`src/rtl/start_screen_draw.sv`:
```
// start_screen_draw
//   Overlays the 64x64 start-screen image on the VGA timing/colour stream.
//   Issues the image ROM address one clock after the pixel and consumes the
//   ROM's registered data one clock after that. The pixel reaches the output
//   three clocks after it enters. A frame-counting blink FSM gives the
//   "press to start" effect.
//
//   Parameters: XPOS/YPOS (image top-left corner), SCALE_LOG2 (upscale by
//   2**SCALE_LOG2), BLINK_FRAMES (frames per blink phase, 0 = never blink).
//
//   Optional build macro: START_SCREEN_TRANSPARENT_EN -- when defined, ROM
//   pixels equal to 12'hF0F are transparent and show the background.
//
//   Ports:
//     clk, rst_n            pixel clock, async active-low reset
//     enable                1 = overlay active, 0 = pass-through + blink reset
//     hcount/vcount_in      pixel position
//     h/vsync_in, h/vblnk_in, rgb_in   upstream timing and background colour
//     rom_addr              registered ROM address {y[5:0], x[5:0]}
//     rom_rgb               ROM data, valid one clock after rom_addr
//     *_out                 timing delayed 3 clocks, final colour
module start_screen_draw #(
    parameter int XPOS         = 300,
    parameter int YPOS         = 200,
    parameter int SCALE_LOG2   = 0,
    parameter int BLINK_FRAMES = 30
) (
    input  logic        clk,
    input  logic        rst_n,
    input  logic        enable,
    input  logic [10:0] hcount_in,
    input  logic [10:0] vcount_in,
    input  logic        hsync_in,
    input  logic        vsync_in,
    input  logic        hblnk_in,
    input  logic        vblnk_in,
    input  logic [11:0] rgb_in,
    output logic [11:0] rom_addr,
    input  logic [11:0] rom_rgb,
    output logic [10:0] hcount_out,
    output logic [10:0] vcount_out,
    output logic        hsync_out,
    output logic        vsync_out,
    output logic        hblnk_out,
    output logic        vblnk_out,
    output logic [11:0] rgb_out
);

    localparam int unsigned WIN = 64 << SCALE_LOG2;
    // 12-bit bounds so XPOS + WIN cannot wrap past the 11-bit counters.
    localparam logic [11:0] X_LO  = 12'(XPOS);
    localparam logic [11:0] X_HI  = 12'(XPOS + WIN);
    localparam logic [11:0] Y_LO  = 12'(YPOS);
    localparam logic [11:0] Y_HI  = 12'(YPOS + WIN);
    localparam logic [10:0] X_OFF = 11'(XPOS);
    localparam logic [10:0] Y_OFF = 11'(YPOS);

    localparam int CNT_W = (BLINK_FRAMES > 1) ? $clog2(BLINK_FRAMES) : 1;
    localparam logic [CNT_W-1:0] CNT_LAST =
        (BLINK_FRAMES > 0) ? CNT_W'(BLINK_FRAMES - 1) : '0;

    typedef enum logic {SHOW = 1'b0, HIDE = 1'b1} phase_e;

    typedef struct packed {
        logic [10:0] hcount;
        logic [10:0] vcount;
        logic        hsync;
        logic        vsync;
        logic        hblnk;
        logic        vblnk;
        logic [11:0] rgb;
    } timing_t;

    // Everything the output stage needs travels with its pixel, so a blink
    // toggle or enable change never affects a pixel already in flight.
    typedef struct packed {
        timing_t tim;
        logic    win;
        logic    en;
        phase_e  phase;
    } stage_t;

    stage_t            s1_d, s1_q, s2_d, s2_q;
    timing_t           out_d, out_q;
    logic [11:0]       rom_addr_d, rom_addr_q;
    logic              vsync_prev_d, vsync_prev_q;
    logic [CNT_W-1:0]  frame_cnt_d, frame_cnt_q;
    phase_e            phase_d, phase_q;

    logic [10:0] dx, dy;
    logic        h_in, v_in, win, rom_draw;

    always_comb begin
        // Stage 1: window test and ROM address
        dx   = hcount_in - X_OFF;
        dy   = vcount_in - Y_OFF;
        h_in = ({1'b0, hcount_in} >= X_LO) && ({1'b0, hcount_in} < X_HI);
        v_in = ({1'b0, vcount_in} >= Y_LO) && ({1'b0, vcount_in} < Y_HI);
        win  = h_in && v_in && !hblnk_in && !vblnk_in;
        rom_addr_d = win ? {6'(dy >> SCALE_LOG2), 6'(dx >> SCALE_LOG2)} : '0;

        s1_d.tim.hcount = hcount_in;
        s1_d.tim.vcount = vcount_in;
        s1_d.tim.hsync  = hsync_in;
        s1_d.tim.vsync  = vsync_in;
        s1_d.tim.hblnk  = hblnk_in;
        s1_d.tim.vblnk  = vblnk_in;
        s1_d.tim.rgb    = rgb_in;
        s1_d.win        = win;
        s1_d.en         = enable;
        s1_d.phase      = phase_q;

        // Stage 2: wait for the ROM's registered output
        s2_d = s1_q;

        // Stage 3: colour mux
        rom_draw = s2_q.win && s2_q.en && (s2_q.phase == SHOW);
`ifdef START_SCREEN_TRANSPARENT_EN
        if (rom_rgb == 12'hF0F) rom_draw = 1'b0;
`endif
        out_d     = s2_q.tim;
        out_d.rgb = rom_draw ? rom_rgb : s2_q.tim.rgb;

        // Blink FSM, advanced on each vsync rising edge while enabled
        vsync_prev_d = vsync_in;
        frame_cnt_d  = frame_cnt_q;
        phase_d      = phase_q;
        if (!enable) begin
            frame_cnt_d = '0;
            phase_d     = SHOW;
        end else if ((BLINK_FRAMES > 0) && vsync_in && !vsync_prev_q) begin
            if (frame_cnt_q == CNT_LAST) begin
                frame_cnt_d = '0;
                phase_d     = (phase_q == SHOW) ? HIDE : SHOW;
            end else begin
                frame_cnt_d = frame_cnt_q + 1'b1;
            end
        end
    end

    always_ff @(posedge clk or negedge rst_n) begin
        if (!rst_n) begin
            s1_q         <= '0;
            s2_q         <= '0;
            out_q        <= '0;
            rom_addr_q   <= '0;
            vsync_prev_q <= 1'b0;
            frame_cnt_q  <= '0;
            phase_q      <= SHOW;
        end else begin
            s1_q         <= s1_d;
            s2_q         <= s2_d;
            out_q        <= out_d;
            rom_addr_q   <= rom_addr_d;
            vsync_prev_q <= vsync_prev_d;
            frame_cnt_q  <= frame_cnt_d;
            phase_q      <= phase_d;
        end
    end

    assign rom_addr   = rom_addr_q;
    assign hcount_out = out_q.hcount;
    assign vcount_out = out_q.vcount;
    assign hsync_out  = out_q.hsync;
    assign vsync_out  = out_q.vsync;
    assign hblnk_out  = out_q.hblnk;
    assign vblnk_out  = out_q.vblnk;
    assign rgb_out    = out_q.rgb;

endmodule

```
`config.mk`:
```
export PLATFORM = sky130hd
export DESIGN_NAME = start_screen_draw
export DESIGN_NICKNAME = d
export VERILOG_FILES = /design/src/rtl/start_screen_draw.sv
export SDC_FILE = /design/constraint.sdc
export NUM_CORES = 1
export LEC_CHECK = 0
export ABC_AREA = 1
export CORE_MARGIN = 5
export CORE_UTILIZATION = 51
export CTS_CLUSTER_DIAMETER = 100
export DETAILED_ROUTE_END_ITERATION = 8
export PLACE_DENSITY_LB_ADDON = 0.08
export SLEW_MARGIN = 10
export SYNTH_ARGS = -nofsm -noshare
export SYNTH_HDL_FRONTEND = slang
export SYNTH_SLANG_ARGS = --single-unit
```
`constraint.sdc`:
```
create_clock -name clk -period 1.9 [get_ports clk]
set_input_delay 0.38 -clock clk [delete_from_list [all_inputs] [get_ports clk]]
set_output_delay 0.38 -clock clk [all_outputs]
set_load 0.01 [all_outputs]
```
==> results.json <==
{
  "arrival_ps": 1400,
  "ir_drop_v": 0.0008605,
  "worst_pin_slew_ps": 430.7,
  "die_x_um": 99.06,
  "yosys_warnings": 0,
  "path_max_fanout": 1,
  "antenna_left": 0,
  "cts_tree": "yes",
  "clk_latency_ps": 500,
  "drtPass1Iterations": 5,
  "synth_top_family_by_area": "simple AND/OR/NAND/NOR gates",
  "finalSetupTns_ps": 0,
  "end_kind": "output port",
  "fin_worst_skew_ps": 10.65,
  "row_count": 32,
  "drt_iter0_markers": 55,
  "synth-simple-area-share_pct": 5.537,
  "area_growth_pct": 45.13,
  "die_h_um": 99.06,
  "crit_type": "flop to output port",
  "drv_slew": 0,
  "worstSetupStartpointType": "flop",
  "syn_avg_cell_area_um2": 16.72,
  "wl_per_cell_um": 14.96,
  "hold_depth": 1,
  "yosysSeqAreaShare_pct": 85.37,
  "yosys-mux-area-fraction_pct": 3.588,
  "cts_root_buf": "clkbuf_8",
  "final_cells": 479,
  "routabilityCongestion": 0.7507,
  "num_io_pins": 103,
  "max_stage_delay_ps": 540,
  "synthTopCellsByCount": "dfrtp_1, nor2_1, inv_1, nand2_1, mux2_2",
  "layout_setup_ws_ps": 120.1,
  "drc": 0,
  "syn_area_um2": 4045,
  "dieArea_um2": 9813,
  "period_minus_slack_ps": 1780,
  "layout.nets": 423,
  "place_hpwl_um": 4744,
  "synth-seq-cells": 138,
  "crit_family": "buffers and inverters",
  "holdCritStartpoint": "rgb_in[1]",
  "rsz0062_at_grt": "no",
  "synth-edff-count": 0,
  "dpl_cell_area_um2": 5234,
  "grt.overflow.total": 0,
  "final_area_um2": 5871,
  "yosysMostFrequentCell": "dfrtp_1",
  "reg2reg_from": "frame_cnt_q[1]$_DFFE_PN0P_",
  "synth_cells": 242,
  "routed_wl_um": 7167,
  "synth_adder_area_share_pct": 1.237,
  "vias": 2160,
  "syn_nets": 299,
  "min_path_type": "input pin to flop",
  "finalCritPeriodShare_pct": 93.68,
  "timing.rr.end": "phase_q$_DFFE_PN0P_",
  "r2r_cells": 6,
  "hold_violations": 0,
  "via_per_inst": 4.509,
  "cts_resized": 0,
  "setup_violations": 0,
  "synth_compound_area_share_pct": 1.361,
  "post-synth-top-area-cell": "dfrtp_1",
  "start_util_pct": 52.35,
  "yosys.area_share.xor_xnor_pct": 0.6496,
  "clock-sinks": 138,
  "cts_buffer_depth": 2,
  "relSlewSlack_pct": 71.28,
  "grt_first_pass_wirelength_um": 11900,
  "status": "complete, no violations",
  "coreArea_um2": 7727,
  "p_leak_uw": 0.002697,
  "max_clock_freq_ghz": 0.5618,
  "antenna_found_initial": 0,
  "io_buffers": 102,
  "p_per_area_nw_per_um2": 1172,
  "h-tree-depth": 4,
  "grt_usage_pct": 16.31,
  "dpl.cell_count": 448,
  "yosys-top-cells-area": "dfrtp_1, mux2_2, nor2_1, inv_1, nand2_1",
  "grt_max_degree": 51,
  "clk_pin_slew_ps": 60,
  "cpMaxStageDelayCell": "clkdlybuf4s50_1",
  "netlist.area_leader.share_pct": 85.37,
  "r2r_setup_slack_ps": 640,
  "grt_pass1_vias": 2383,
  "pre_cts_slack_ps": -82.38,
  "cp_data_required_time_ps": 1520,
  "cap_violations": 0,
  "layout-drive-gt1-share_pct": 13.53,
  "synthArstFlopShare_pct": 100.0,
  "critical_path_buf_inv_count": 1,
  "min_to": "s1_q[4]$_DFF_PN0_",
  "path_cells": "clkdlybuf4s50_1",
  "ys.flop_type": "dfrtp_1",
  "cts_made_buffers": 17,
  "netlist-cell-type-count": 23,
  "n_antenna_cell": 0
}
power by group:
| part | internal, µW | leakage [µW] | switching (µW) | total (µW) |
|---|---|---|---|---|
| Sequential | 3070 | 0.00165 | 38.5 | 3110 |
| Clock | 2280 | 0.000295 | 1130 | 3410 |
| Combinational | 203 | 0.000748 | 156 | 359 |
| Total | 5550 | 0.00270 | 1330 | 6880 |
how the worst max path moves through the flow:
stage / from / to / slack, ps / depth (start not counted)
floorplan: vcount_in[3] / rom_addr[10]$_DFF_PN0_ / 590 / 9
global placement: vcount_in[3] / rom_addr[6]$_DFF_PN0_ / -10 / 9
detailed placement: vcount_in[3] / rom_addr[8]$_DFF_PN0_ / -80 / 9
CTS: vcount_out[6]$_DFF_PN0_ / vcount_out[6] / 90 / 1
global route: vcount_out[3]$_DFF_PN0_ / vcount_out[3] / 60 / 1
finish: vcount_out[3]$_DFF_PN0_ / vcount_out[3] / 120 / 1
stage by stage:
step | utilization (%) | total power, µW | hold WS, ps
floorplan | - | 3232 | 84.41
global placement | 67.73 | 3512 | 327.4
detailed placement | 67.73 | 3528 | 334.7
CTS | 75.97 | 6968 | 282.0
global route | 75.97 | 7160 | 278.3
finish | 75.97 | 6880 | 319.0
cells by family (layout without fill, tap and decap cells):
kind of cell	count (synthesis)	count (layout)
buf+inv	22	157
fa+ha+maj	4	4
compound gates	9	9
mux	13	13
xor+xnor	3	3
flops	138	138
simple gates	53	53
registers in the layout, summed over array words and instances (netlist names), 5 cells and up:
name	cells
hcount_out	11
s2_q	15
rom_addr	12
frame_cnt_q	5
rgb_out	12
s1_q	40
vcount_out	11
out_d	26
area by class of cell:
cell class              count  area, µm²
clock buffers              18      427.9
clock inverters            12      198.9
fillers                   466       1857
inverters                  20      75.07
multi-input cells          82      500.5
flip-flops and latches    138       3453
well taps                 102      127.6
repair buffers            107       1087
metal layers:
metal | global-route usage (%) | vias to the layer above | wire length (µm)
met5 | 0 | - | 0
li1 | - | 1005 | -
met4 | 5.987 | 0 | 60
met2 | 25.52 | 79 | 3578
met3 | 6.794 | 6 | 455
met1 | 20.52 | 1070 | 3073
cells in the final DEF (no fill, tap or decap), types with 3 or more instances in the layout:
cell / n
a21oi_1: 3
bufinv_16: 5
dfrtp_1: 138
nor2_1: 25
mux2_2: 12
ha_1: 4
clkinvlp_4: 4
nand3_1: 3
clkdlybuf4s50_1: 101
nand2_1: 18
clkbuf_16: 16
inv_1: 20
what timing repair did:
item / 4_1_cts / 5_1_grt
hold buffers: 1 / 0
setup endpoints to repair: 0 / 0
endpoints found under the hold margin: 44 / 0
buffers inserted: 0 / 0
(Power assumes the default switching activity.)
